### config.mk
export PLATFORM = sky130hd
export DESIGN_NAME = spr_result_arbiter
export DESIGN_NICKNAME = d
export VERILOG_FILES = /design/src/rtl/ppc_types_pkg.sv /design/src/rtl/spr_result_arbiter_wb_fifo.sv /design/src/rtl/spr_result_arbiter.sv
export SDC_FILE = /design/constraint.sdc
export NUM_CORES = 1
export LEC_CHECK = 0
export ABC_AREA = 1
export CAP_MARGIN = 20
export CORE_ASPECT_RATIO = 1.25
export CORE_MARGIN = 2
export CORE_UTILIZATION = 48
export DETAILED_ROUTE_END_ITERATION = 8
export PLACE_DENSITY = 0.83
export REMOVE_ABC_BUFFERS = 1
export SETUP_SLACK_MARGIN = 0.1
export SYNTH_ARGS = -nofsm -noshare
export SYNTH_HDL_FRONTEND = slang
export SYNTH_SLANG_ARGS = --single-unit
### constraint.sdc
create_clock -name i_clk -period 3.7 [get_ports i_clk]
set_input_delay 0.74 -clock i_clk [delete_from_list [all_inputs] [get_ports i_clk]]
set_output_delay 0.74 -clock i_clk [all_outputs]
set_load 0.01 [all_outputs]
### src/rtl/ppc_types_pkg.sv
// Shared PowerPC SPR types and constants for the SPR writeback path.
package ppc_types;

  localparam int SPR_ADDR_W = 10;
  localparam int SPR_VAL_W  = 32;

  localparam logic [0:SPR_ADDR_W-1] SPR_XER = 10'd1;
  localparam logic [0:SPR_ADDR_W-1] SPR_LR  = 10'd8;
  localparam logic [0:SPR_ADDR_W-1] SPR_CTR = 10'd9;

  // Only XER, LR and CTR are produced by the execution units feeding this path.
  function automatic logic spr_is_legal(input logic [0:SPR_ADDR_W-1] a);
    return (a == SPR_XER) || (a == SPR_LR) || (a == SPR_CTR);
  endfunction

endpackage

### src/rtl/spr_result_arbiter_wb_fifo.sv
// spr_wb_fifo: small synchronous FIFO holding SPR writeback entries for one source.
// DEPTH must be a power of two so the pointers wrap naturally.
module spr_wb_fifo #(
  parameter type T     = logic [46:0],
  parameter int  DEPTH = 2,
  localparam int AW    = $clog2(DEPTH),
  localparam int CW    = $clog2(DEPTH + 1)
) (
  input  logic          i_clk,
  input  logic          i_rst_n,
  input  logic          i_push,
  input  T              i_data,
  input  logic          i_pop,
  output T              o_head,
  output logic          o_full,
  output logic          o_empty,
  output logic [CW-1:0] o_count
);

  T              r_mem [DEPTH];
  logic [AW-1:0] r_wr;
  logic [AW-1:0] r_rd;
  logic [CW-1:0] r_cnt;
  logic          w_push;
  logic          w_pop;

  assign o_full  = (r_cnt == CW'(DEPTH));
  assign o_empty = (r_cnt == '0);
  assign o_count = r_cnt;
  assign o_head  = r_mem[r_rd];
  assign w_push  = i_push & ~o_full;
  assign w_pop   = i_pop & ~o_empty;

  // Pointer and occupancy tracking; push+pop together leaves the count unchanged.
  always_ff @(posedge i_clk or negedge i_rst_n) begin
    if (!i_rst_n) begin
      r_wr  <= '0;
      r_rd  <= '0;
      r_cnt <= '0;
    end else begin
      if (w_push) r_wr <= r_wr + 1'b1;
      if (w_pop)  r_rd <= r_rd + 1'b1;
      case ({w_push, w_pop})
        2'b10:   r_cnt <= r_cnt + 1'b1;
        2'b01:   r_cnt <= r_cnt - 1'b1;
        default: r_cnt <= r_cnt;
      endcase
    end
  end

  // Entry storage; contents are don't-care while the slot is empty, so no reset.
  always_ff @(posedge i_clk) begin
    if (w_push) r_mem[r_wr] <= i_data;
  end

endmodule

### src/rtl/spr_result_arbiter.sv
// spr_result_arbiter: per-source FIFOs, round-robin pick, registered SPR file write port.
// Optional feature macro SPR_ARB_ADDR_CHECK_EN: drop entries whose SPR is not XER/LR/CTR
// and flag them on o_illegal_addr / o_illegal_rs_id.
module spr_result_arbiter
  import ppc_types::*;
#(
  parameter int  SOURCES     = 4,
  parameter int  RS_ID_WIDTH = 5,
  parameter int  FIFO_DEPTH  = 2,
  localparam int PTR_W       = $clog2(SOURCES),
  localparam int CNT_W       = $clog2(FIFO_DEPTH + 1)
) (
  input  logic                                   i_clk,
  input  logic                                   i_rst_n,
  input  logic [SOURCES-1:0]                     i_src_valid,
  output logic [SOURCES-1:0]                     o_src_ready,
  input  logic [SOURCES-1:0][0:SPR_ADDR_W-1]     i_src_addr,
  input  logic [SOURCES-1:0][0:SPR_VAL_W-1]      i_src_value,
  input  logic [SOURCES-1:0][RS_ID_WIDTH-1:0]    i_src_rs_id,
  output logic                                   o_wb_enable,
  output logic [0:SPR_ADDR_W-1]                  o_wb_addr,
  output logic [0:SPR_VAL_W-1]                   o_wb_value,
  output logic [RS_ID_WIDTH-1:0]                 o_wb_rs_id
`ifdef SPR_ARB_ADDR_CHECK_EN
 ,output logic                                   o_illegal_addr,
  output logic [RS_ID_WIDTH-1:0]                 o_illegal_rs_id
`endif
);

  typedef struct packed {
    logic [0:SPR_ADDR_W-1]  addr;
    logic [0:SPR_VAL_W-1]   value;
    logic [RS_ID_WIDTH-1:0] rs_id;
  } spr_wb_t;

  spr_wb_t                 w_head [SOURCES];
  logic [SOURCES-1:0]      w_full;
  logic [SOURCES-1:0]      w_empty;
  logic [SOURCES-1:0]      w_pop;
  logic [CNT_W-1:0]        w_cnt [SOURCES];
  logic                    w_grant;
  logic [PTR_W-1:0]        w_gidx;
  logic [PTR_W-1:0]        w_rr_nxt;
  spr_wb_t                 w_sel;
  logic [PTR_W-1:0]        r_rr_ptr;
  logic                    r_wb_en;
  spr_wb_t                 r_wb;

  for (genvar s = 0; s < SOURCES; s++) begin : g_src
    // Ready comes from the registered count only; a pop this cycle does not reopen a full FIFO.
    assign o_src_ready[s] = (w_cnt[s] != CNT_W'(FIFO_DEPTH));
    assign w_pop[s]       = w_grant && (w_gidx == PTR_W'(s));

    spr_wb_fifo #(.T(spr_wb_t), .DEPTH(FIFO_DEPTH)) u_fifo (
      .i_clk   (i_clk),
      .i_rst_n (i_rst_n),
      .i_push  (i_src_valid[s] & ~w_full[s]),
      .i_data  ({i_src_addr[s], i_src_value[s], i_src_rs_id[s]}),
      .i_pop   (w_pop[s]),
      .o_head  (w_head[s]),
      .o_full  (w_full[s]),
      .o_empty (w_empty[s]),
      .o_count (w_cnt[s])
    );
  end

  // Round-robin scan starting at r_rr_ptr; first non-empty FIFO wins.
  always_comb begin
    int k;
    k       = 0;
    w_grant = 1'b0;
    w_gidx  = '0;
    for (int i = 0; i < SOURCES; i++) begin
      k = int'(r_rr_ptr) + i;
      if (k >= SOURCES) k = k - SOURCES;
      if (!w_grant && !w_empty[PTR_W'(k)]) begin
        w_grant = 1'b1;
        w_gidx  = PTR_W'(k);
      end
    end
  end

  assign w_sel    = w_head[w_gidx];
  assign w_rr_nxt = (w_gidx == PTR_W'(SOURCES - 1)) ? '0 : w_gidx + 1'b1;

  // Pointer moves past the winner so it becomes lowest priority next cycle.
  always_ff @(posedge i_clk or negedge i_rst_n) begin
    if (!i_rst_n)     r_rr_ptr <= '0;
    else if (w_grant) r_rr_ptr <= w_rr_nxt;
  end

`ifdef SPR_ARB_ADDR_CHECK_EN
  logic                   r_ill;
  logic [RS_ID_WIDTH-1:0] r_ill_rs;

  // Write port register; unknown SPRs are consumed but suppressed and reported.
  always_ff @(posedge i_clk or negedge i_rst_n) begin
    if (!i_rst_n) begin
      r_wb_en  <= 1'b0;
      r_wb     <= '0;
      r_ill    <= 1'b0;
      r_ill_rs <= '0;
    end else begin
      r_ill <= 1'b0;
      if (w_grant && !spr_is_legal(w_sel.addr)) begin
        r_wb_en  <= 1'b0;
        r_ill    <= 1'b1;
        r_ill_rs <= w_sel.rs_id;
      end else begin
        r_wb_en <= w_grant;
        if (w_grant) r_wb <= w_sel;
      end
    end
  end

  assign o_illegal_addr  = r_ill;
  assign o_illegal_rs_id = r_ill_rs;
`else
  // Write port register; data fields hold when nothing is granted.
  always_ff @(posedge i_clk or negedge i_rst_n) begin
    if (!i_rst_n) begin
      r_wb_en <= 1'b0;
      r_wb    <= '0;
    end else begin
      r_wb_en <= w_grant;
      if (w_grant) r_wb <= w_sel;
    end
  end
`endif

  assign o_wb_enable = r_wb_en;
  assign o_wb_addr   = r_wb.addr;
  assign o_wb_value  = r_wb.value;
  assign o_wb_rs_id  = r_wb.rs_id;

endmodule

==> metrics, run 1 <==
number of setup violations in the final report 0; switching pwr 9.265 mW; global router's overall resource usage 25.07%; initial antenna violation count 4; height of the die 222.3 um; Max-cap violations 0; number of cells on the worst reg-to-reg path 14; number of clock sinks seen by CTS 442; Ports 246; Least-Margin Pin Slew 1.131 ns; Synth warnings 0; commonest non-fill, non-tap cell in the layout nand2_1; classification of the worst setup path reg -> reg; DP Cell Count 2,216; sequential area share after synthesis 70.76%; number of post-CTS setup repair buffers 0; H-Tree Level Count 2; time the final worst path needs with I/O delays and setup 3.221 ns; Worst Path Required 4.13 ns; Die Area 0.03969 sq mm; type of destination of the critical path register; horizontal die dimension 178.6 um; type of element launching the critical path register; layout net count 1,972; WL final 49,950 um; final hold slack 0.3169 ns; max_slew headroom 24.50%; clock root buffer clkbuf_16; relative contribution of sequential cells to total power 35.3%; part of the total power dissipated in the clock network 19.6%; area added between synthesis and finish 23.83%; timing-limited maximum frequency 310.4 MHz; top library cells by usage in the layout, fill and taps aside 698 x nand2_1, 376 x edfxtp_1, 244 x clkdlybuf4s50_1; total DRC errors in the routed layout 0; clock-pin slew of the registers on the worst-case setup and hold paths 0.06 ns; setup repair after global routing missed its margin false; run status complete, no violations; maximum VDD drop 0.8388 mV; total of flip-flops plus latches after synthesis 442; Port Buffer Count 245; PD cells 983.1 mW/mm^2; share of final-layout standard cells stronger than drive strength 1 6.471%; Via density 5.618; data arrival time at the worst-slack endpoint 3.65 ns; number of search-and-repair iterations in the first detailed-routing pass 5; Cell Int Power 13.00 mW; count of hold buffers inserted by post-cts repair 0; worst clock skew 0.01662 ns; number of resized instances in the post-cts repair step 0; final-report hold violation count 0; netlist area before placement 0.01829 sq mm; Critical Path Fanout Max 44; Final Wtd Congestion 0.8344; Starting Density 48.96%; DRT iter0 DRCs 1,331; leftover overflow at the end of global routing 0; relative contribution of combinational cells to total power 45.2%; clock latency on the worst-skew pair 0.55 ns; largest net degree at the start of global routing 68; final non-filler cell total 2,298; final period utilization 87.06%; number of global-route vias before repair 13,391; Core Rows 79; leakage power figure 9.199 nW; post-synthesis instance total 1,553; number of buffers between clock root and the deepest sink 3; via count 12,910; Core Box Area 0.03736 sq mm; average routed wire per standard cell 21.74 um; worst hold path type in -> async; Distinct cells, synth 25; Num CTS Buffers 42; per-instance average area after synthesis 11.78 sq um; Switching Share 41.61%; final-report max-slew violation count 0; Detailed Place HPWL 29,620 um; CTS tree built; number of filler cells placed in the layout 2,793; end-of-flow core utilization 60.62%; global-route wire length before repair 74,560 um; ANT nets after route 0
[synthesized netlist by cell type]
master | number | area share, %
nor2_4 | 1 | 0.062
buf_1 | 8 | 0.16
edfxtp_1 | 376 | 62
nand3_1 | 53 | 1.5
nand3b_1 | 1 | 0.041
inv_2 | 3 | 0.062
inv_1 | 15 | 0.31
o21ai_0 | 5 | 0.14
nand3_2 | 4 | 0.22
buf_2 | 42 | 1.1
dfrtp_1 | 66 | 9.0
nand2_1 | 698 | 14
xnor2_1 | 8 | 0.38
nor2_2 | 3 | 0.10
nand4_1 | 94 | 3.2
mux2i_1 | 94 | 5.1
nand2_2 | 3 | 0.10
buf_4 | 9 | 0.37
ha_1 | 4 | 0.27
clkbuf_1 | 30 | 0.62
nor2_1 | 18 | 0.37
a21oi_1 | 8 | 0.22
buf_6 | 5 | 0.31
inv_4 | 1 | 0.034
xor2_1 | 4 | 0.19
[stage by stage]
stage	TNS, ns	worst slack [ns]	instance area [sq um]	total power, mW
floorplan	-55.18	-1.450	17810	13.99
global placement	0	0.8555	21250	17.31
detailed placement	0	0.6721	21250	17.80
CTS	0	0.6347	22640	22.27
global route	0	0.3214	22650	23.64
finish	0	0.4786	22650	22.27
[power groups by stage]
| stage | clock network (mW) | logic (mW) | registers, mW |
|---|---|---|---|
| detailed placement | 0 | 9.86 | 7.94 |
| floorplan | 0 | 6.05 | 7.94 |
| global route | 4.62 | 11.1 | 7.96 |
| finish | 4.36 | 10.1 | 7.85 |
| CTS | 4.43 | 9.99 | 7.86 |
| global placement | 0 | 9.44 | 7.87 |
[final cells by class]
| type | count | area, sq um | area share (%) |
|---|---|---|---|
| Sequential cell | 442 | 12950 | 57.18 |
| Multi-Input combinational cell | 998 | 4891 | 21.59 |
| Timing Repair Buffer | 271 | 2720 | 12.01 |
| Clock buffer | 57 | 1191 | 5.259 |
| Tap cell | 486 | 608.1 | 2.685 |
| Clock inverter | 21 | 203.9 | 0.9004 |
| Inverter | 19 | 73.82 | 0.3259 |
| Antenna cell | 4 | 10.01 | 0.04419 |
[worst max-delay path: stages, from the launching register on]
cell and delay [ns]:
dfrtp_1 0.57, inv_4 0.11, nand2_1 0.10, nand2_1 0.11, nand3_1 0.10, nand2_1 0.10, nor2_4 0.14, nand3_4 0.36
nand3_4 0.47, buf_4 0.53, nand2_1 0.12, nand3_1 0.12, nand2_1 0.08, nand2_1 0.07, nand2_1 0.08
[logic make-up (layout without fill, tap and decap cells)]
family                   count (synthesis)  in the layout  share of synthesized area [%]
adder cells (fa/ha/maj)                  4              4                         0.2736
other                                    0              4                              0
flip-flops                             442            442                          70.76
XOR/XNOR                                12             12                         0.5746
AND/OR/NAND/NOR                        875            875                          19.89
multiplexers                            94             94                          5.144
buffers and inverters                  113            368                          3.010
AO/OA/AOI/OAI                           13             13                         0.3557
[routing by layer]
metal | track usage, % | wire length (um)
met4 | 13.64 | 2443
met5 | 0 | 0
met1 | 28.92 | 17570
met2 | 44.55 | 26360
met3 | 3.525 | 3584
[worst paths after layout]
check                               from       endpoint  slack [ns]
setup / recovery             r_rr_ptr[0]  o_wb_value[1]        0.48
hold / removal                   i_rst_n  o_wb_value[3]        0.32
max in group asynchronous        i_rst_n  o_wb_value[9]        2.61
hold reg to reg            o_wb_value[5]  o_wb_value[5]        0.48
min in group i_clk         o_wb_value[5]  o_wb_value[5]        0.48
setup reg to reg             r_rr_ptr[0]  o_wb_value[1]        0.48
[state kept, by name, indices dropped and copies added (netlist names)]
name and cells:
g_src.u_fifo.o_count 8, g_src.u_fifo.r_mem 376, g_src.u_fifo.r_rd 4, g_src.u_fifo.r_wr 4
o_wb_addr 10, o_wb_enable 1, o_wb_rs_id 5, o_wb_value 32
r_rr_ptr 2
(Power assumes the default switching activity.)
==> run 2: changes to the inputs <==
--- a/config.mk
+++ b/config.mk
@@ -11,9 +11,10 @@
 export CORE_MARGIN = 2
 export CORE_UTILIZATION = 48
 export DETAILED_ROUTE_END_ITERATION = 8
-export PLACE_DENSITY = 0.83
+export PLACE_DENSITY = 0.86
 export REMOVE_ABC_BUFFERS = 1
 export SETUP_SLACK_MARGIN = 0.1
+export SKIP_CTS_REPAIR_TIMING = 1
 export SYNTH_ARGS = -nofsm -noshare
 export SYNTH_HDL_FRONTEND = slang
 export SYNTH_SLANG_ARGS = --single-unit
==> constraint.sdc (replaced) <==
create_clock -name i_clk -period 2.7 [get_ports i_clk]
set_input_delay 0.54 -clock i_clk [delete_from_list [all_inputs] [get_ports i_clk]]
set_output_delay 0.54 -clock i_clk [all_outputs]
set_load 0.01 [all_outputs]
==> metrics, run 2 (synthesis results as in run 1) <==
type of destination of the critical path register; Max stage delay cell, worst path dfrtp_1; height of the die 222.3 um; final hold slack -0.00001987 ns; classification of the worst setup path reg -> reg; Critical Path Fanout Max 7; number of global-route vias before repair 13,849; Max stage delay on crit path 0.41 ns; launching point of the worst reg2reg path g_src[0].u_fifo.o_count[1]; clock root buffer clkbuf_16; DRT iter0 DRCs 1,259; initial antenna violation count 6; top library cells by usage in the layout, fill and taps aside 695 x nand2_1, 376 x edfxtp_1, 244 x clkdlybuf4s50_1; layout net count 1,983; max_slew headroom 51.06%; worst setup slack for register-to-register paths 0.14 ns; run status finished, violations left; final period utilization 94.96%; list of cells traversed by the critical path nor2_2 -> nand2_1 -> nand3_1 -> nand2_1 -> nand2_2 -> nand2_1 -> nand2_4 -> nand3_4 -> nand2_1 -> inv_1 -> ha_1 -> a21oi_1 -> o21ai_0 -> xnor2_1; Num CTS Buffers 42; CTS tree built; clock latency on the worst-skew pair 0.55 ns; Port Buffer Count 245; ANT nets after route 0; worst clock skew 0.02017 ns; horizontal die dimension 178.6 um; number of clock sinks seen by CTS 442; PD cells 1362 mW/mm^2; Core Box Area 0.03736 sq mm; number of buffers between clock root and the deepest sink 3; Detailed Place HPWL 31,080 um; number of cells on the worst reg-to-reg path 14; violations in the final reports negative hold slack; leftover overflow at the end of global routing 0; time the final worst path needs with I/O delays and setup 2.564 ns; Ports 246; largest net degree at the start of global routing 96; share of final-layout standard cells stronger than drive strength 1 8.196%; number of search-and-repair iterations in the first detailed-routing pass 8; final instance area 0.02294 sq mm; clock-pin slew of the registers on the worst-case setup and hold paths 0.06 ns; final-report max-slew violation count 0; via count 13,368; leakage power figure 9.328 nW; Worst Path Required 3.10 ns; total DRC errors in the routed layout 0; Starting Density 48.96%; Crit. Startpoint g_src[0].u_fifo.o_count[1]; Die Area 0.03969 sq mm; global router's overall resource usage 25.74%; Core Rows 79; register with the highest flop count g_src.u_fifo.r_mem; cell repeated most along the worst path nand2_1; Least-Margin Pin Slew 0.7342 ns; Via density 5.785; H-Tree Level Count 2; WL final 51,490 um; Final Wtd Congestion 0.8517; global-route wire length before repair 76,850 um; Max-cap violations 0; Placed Instance Area 0.02142 sq mm; max reg flops 376; area added between synthesis and finish 25.39%; commonest non-fill, non-tap cell in the layout nand2_1; timing-limited maximum frequency 390.0 MHz; average routed wire per standard cell 22.28 um; worst hold path type in -> async; maximum VDD drop 1.716 mV; setup repair after global routing missed its margin false; number of setup violations in the final report 0; endpoint of the lowest-slack register-to-register path g_src[2].u_fifo.o_count[1]; data arrival time at the worst-slack endpoint 2.97 ns; end-of-flow core utilization 61.39%; type of element launching the critical path register; final-report hold violation count 1
==> run 2: changes by cell type in the layout (fill, tap and decap cells not counted), sizes merged <==
cell      before  now
diode          4    7
buf           27   38
clkinv        15    8
clkinvlp       2    1
inv           19   20
clkbuf        57   63
==> run 2: through the flow <==
stage	power, mW	TNS [ns]	setup WS [ns]	std cells
final	31.23	0	0.1361	2311
after global routing	33.05	0	0.02946	2310
after CTS	31.07	0	0.08988	2303
after detailed placement	24.83	0	0.1226	2226
after global placement	24.01	0	0.3420	2226
after floorplan	18.98	-273.60	-2.450	1459
==> run 2: worst max-delay path by stage <==
| stage | endpoint | cells past startpoint |
|---|---|---|
| final | g_src[2].u_fifo.o_count[1] | 14 |
| after global routing | g_src[3].u_fifo.o_count[1] | 15 |
| after CTS | g_src[2].u_fifo.o_count[1] | 15 |
| after detailed placement | g_src[2].u_fifo.o_count[1] | 15 |
| after global placement | g_src[2].u_fifo.o_count[1] | 16 |
| after floorplan | g_src[0].u_fifo.o_count[1] | 13 |
==> run 2: final cells by class <==
cell class | instances | area (sq um)
Fill cell | 2749 | 14430
Sequential cell | 442 | 12960
Antenna cell | 7 | 17.52
Clock inverter | 14 | 177.7
Multi-Input combinational cell | 998 | 4921
Clock buffer | 63 | 1271
Timing Repair Buffer | 282 | 2907
Inverter | 19 | 76.32
Tap cell | 486 | 608.1
==> run 2: critical path, delay by kind of cell, from the launching register on <==
family | cells | cell delay, ns
AOI/OAI and AO/OA | 2 | 0.27
xor gates and xnor gates | 1 | 0.16
adders and majority gates | 1 | 0.32
buffers and inverters | 1 | 0.07
DFF | 1 | 0.41
and+or+nand+nor | 9 | 1.19
==> run 2: where the power goes <==
part           total (mW)  leakage, nW  internal [mW]  switching (mW)
sequential           10.6         4.26           9.61           0.977
clock                6.15        0.714           3.64            2.51
combinational        14.5         4.35           4.99            9.49
total                31.2         9.33           18.2            13.0
==> run 2: routing by layer <==
layer  track usage (%)  part of all wire (%)  vias to the layer above
li1                  -                     -                     5820
met5                 0                     0                        -
met4             15.18                   6.0                        0
met2             44.51                    51                      874
met1             30.14                    35                     6461
met3             3.850                   8.3                      213
==> run 3: changes to the inputs <==
--- a/config.mk
+++ b/config.mk
@@ -9,9 +9,9 @@
 export CAP_MARGIN = 20
 export CORE_ASPECT_RATIO = 1.25
 export CORE_MARGIN = 2
-export CORE_UTILIZATION = 48
+export CORE_UTILIZATION = 50
 export DETAILED_ROUTE_END_ITERATION = 8
-export PLACE_DENSITY = 0.86
+export PLACE_DENSITY = 0.89
 export REMOVE_ABC_BUFFERS = 1
 export SETUP_SLACK_MARGIN = 0.1
 export SKIP_CTS_REPAIR_TIMING = 1
==> metrics, run 3 (synthesis results as in run 1) <==
run status complete, no violations; register with the highest flop count g_src.u_fifo.r_mem; maximum VDD drop 1.542 mV; number of search-and-repair iterations in the first detailed-routing pass 7; horizontal die dimension 175.1 um; ANT nets after route 0; clock latency on the worst-skew pair 0.55 ns; launching point of the worst reg2reg path g_src[3].u_fifo.o_count[0]; Final Wtd Congestion 0.8464; time the final worst path needs with I/O delays and setup 2.483 ns; Starting Density 50.52%; Critical Path Fanout Max 7; global-route wire length before repair 77,180 um; commonest non-fill, non-tap cell in the layout nand2_1; total DRC errors in the routed layout 0; leakage power figure 9.295 nW; timing-limited maximum frequency 402.8 MHz; Port Buffer Count 245; data arrival time at the worst-slack endpoint 2.91 ns; startpoint of the lowest-slack hold path o_wb_value[14]; number of setup violations in the final report 0; PD cells 1351 mW/mm^2; H-Tree Level Count 2; setup repair after global routing missed its margin true; Core Box Area 0.03621 sq mm; share of final-layout standard cells stronger than drive strength 1 8.311%; max reg flops 376; Core Rows 78; worst hold path type reg -> reg; number of buffers between clock root and the deepest sink 3; Via density 5.730; endpoint of the lowest-slack register-to-register path g_src[1].u_fifo.o_count[1]; clock-pin slew of the registers on the worst-case setup and hold paths 0.06 ns; type of destination of the critical path register; type of element launching the critical path register; height of the die 217.8 um; Die Area 0.03814 sq mm; Least-Margin Pin Slew 0.7210 ns; CTS tree built; clock root buffer clkbuf_16; final hold slack 0.4800 ns; worst setup slack for register-to-register paths 0.22 ns; classification of the worst setup path reg -> reg; top library cells by usage in the layout, fill and taps aside 698 x nand2_1, 376 x edfxtp_1, 244 x clkdlybuf4s50_1; largest net degree at the start of global routing 96; WL final 51,260 um; max_slew headroom 51.93%; global router's overall resource usage 26.79%; Ports 246; leftover overflow at the end of global routing 0; number of cells on the worst reg-to-reg path 13; via count 13,294; Num CTS Buffers 43; DP Cell Count 2,227; area added between synthesis and finish 25.17%; worst clock skew 0.02342 ns; Worst Path Required 3.13 ns; Critical Path Sink g_src[1].u_fifo.o_count[1]; final non-filler cell total 2,320; Max-cap violations 0; final-report hold violation count 0; final-report max-slew violation count 0; number of global-route vias before repair 13,843; Detailed Place HPWL 30,990 um; initial antenna violation count 12; Crit. Startpoint g_src[3].u_fifo.o_count[0]; sum of internal, switching and leakage power 30.93 mW; number of clock sinks seen by CTS 442; layout net count 1,993; DRT iter0 DRCs 1,273; final period utilization 91.96%; average routed wire per standard cell 22.10 um
-- run 3: changes by cell type in the layout (fill, tap and decap cells not counted), sizes merged, moves of 2 or more --
cell      previous run  this run
buf                 38        46
clkinvlp             1         8
clkbuf              63        59
diode                7        11
bufinv               4         2
-- run 3: area by class of cell --
type	instances	area [sq um]
clock buffer	59	1207
clock inverter	20	182.7
timing repair buffer	291	2930
fill	2543	13310
sequential	442	12960
inverter	19	76.32
multi-input combinational	998	4915
antenna	11	27.53
tap	480	600.6
-- run 3: metrics by stage --
stage | setup TNS, ns | setup slack, ns | utilization, % | instance area [sq um]
after floorplan | -273.60 | -2.450 | - | 17810
after global placement | 0 | 0.3160 | 59.15 | 21420
after detailed placement | 0 | 0.1715 | 59.15 | 21420
after CTS | 0 | 0.08380 | 62.99 | 22810
after global routing | 0 | 0.06310 | 63.24 | 22900
final | 0 | 0.2171 | 63.24 | 22900
-- run 3: worst min-delay path by stage --
stage	end	slack (ns)	depth (start not counted)
floorplan	g_src[0].u_fifo.o_count[0]	0.24	0
global placement	o_wb_addr[2]	0.46	2
detailed placement	o_wb_value[21]	0.47	2
CTS	o_wb_rs_id[1]	-0.05	1
global route	o_wb_rs_id[0]	0.51	2
finish	o_wb_value[14]	0.48	2
-- run 3: metal layers --
layer  up-vias  track usage [%]  part of all wire (%)
li1       5859                -                     -
met1      6466            31.34                    35
met4         2            13.86                   4.4
met3       167            3.766                   8.1
met2       800            48.01                    52
met5         -                0                 0.025
-- run 3: power breakdown --
group | internal [mW] | switching (mW) | total [mW]
registers | 9.61 | 0.953 | 10.6
clock network | 3.35 | 2.55 | 5.90
logic | 5.00 | 9.47 | 14.5
-- run 3: critical path, cell delays in order (launching register included) --
cell	delay, ns
dfrtp_2	0.46
nor2_4	0.12
nand2_1	0.10
nand3_1	0.12
nand2_1	0.12
nand2_1	0.15
nand2_1	0.12
nand2_4	0.11
nand3_4	0.12
nor2_2	0.26
ha_1	0.31
a21oi_1	0.13
o21ai_0	0.12
xnor2_1	0.14
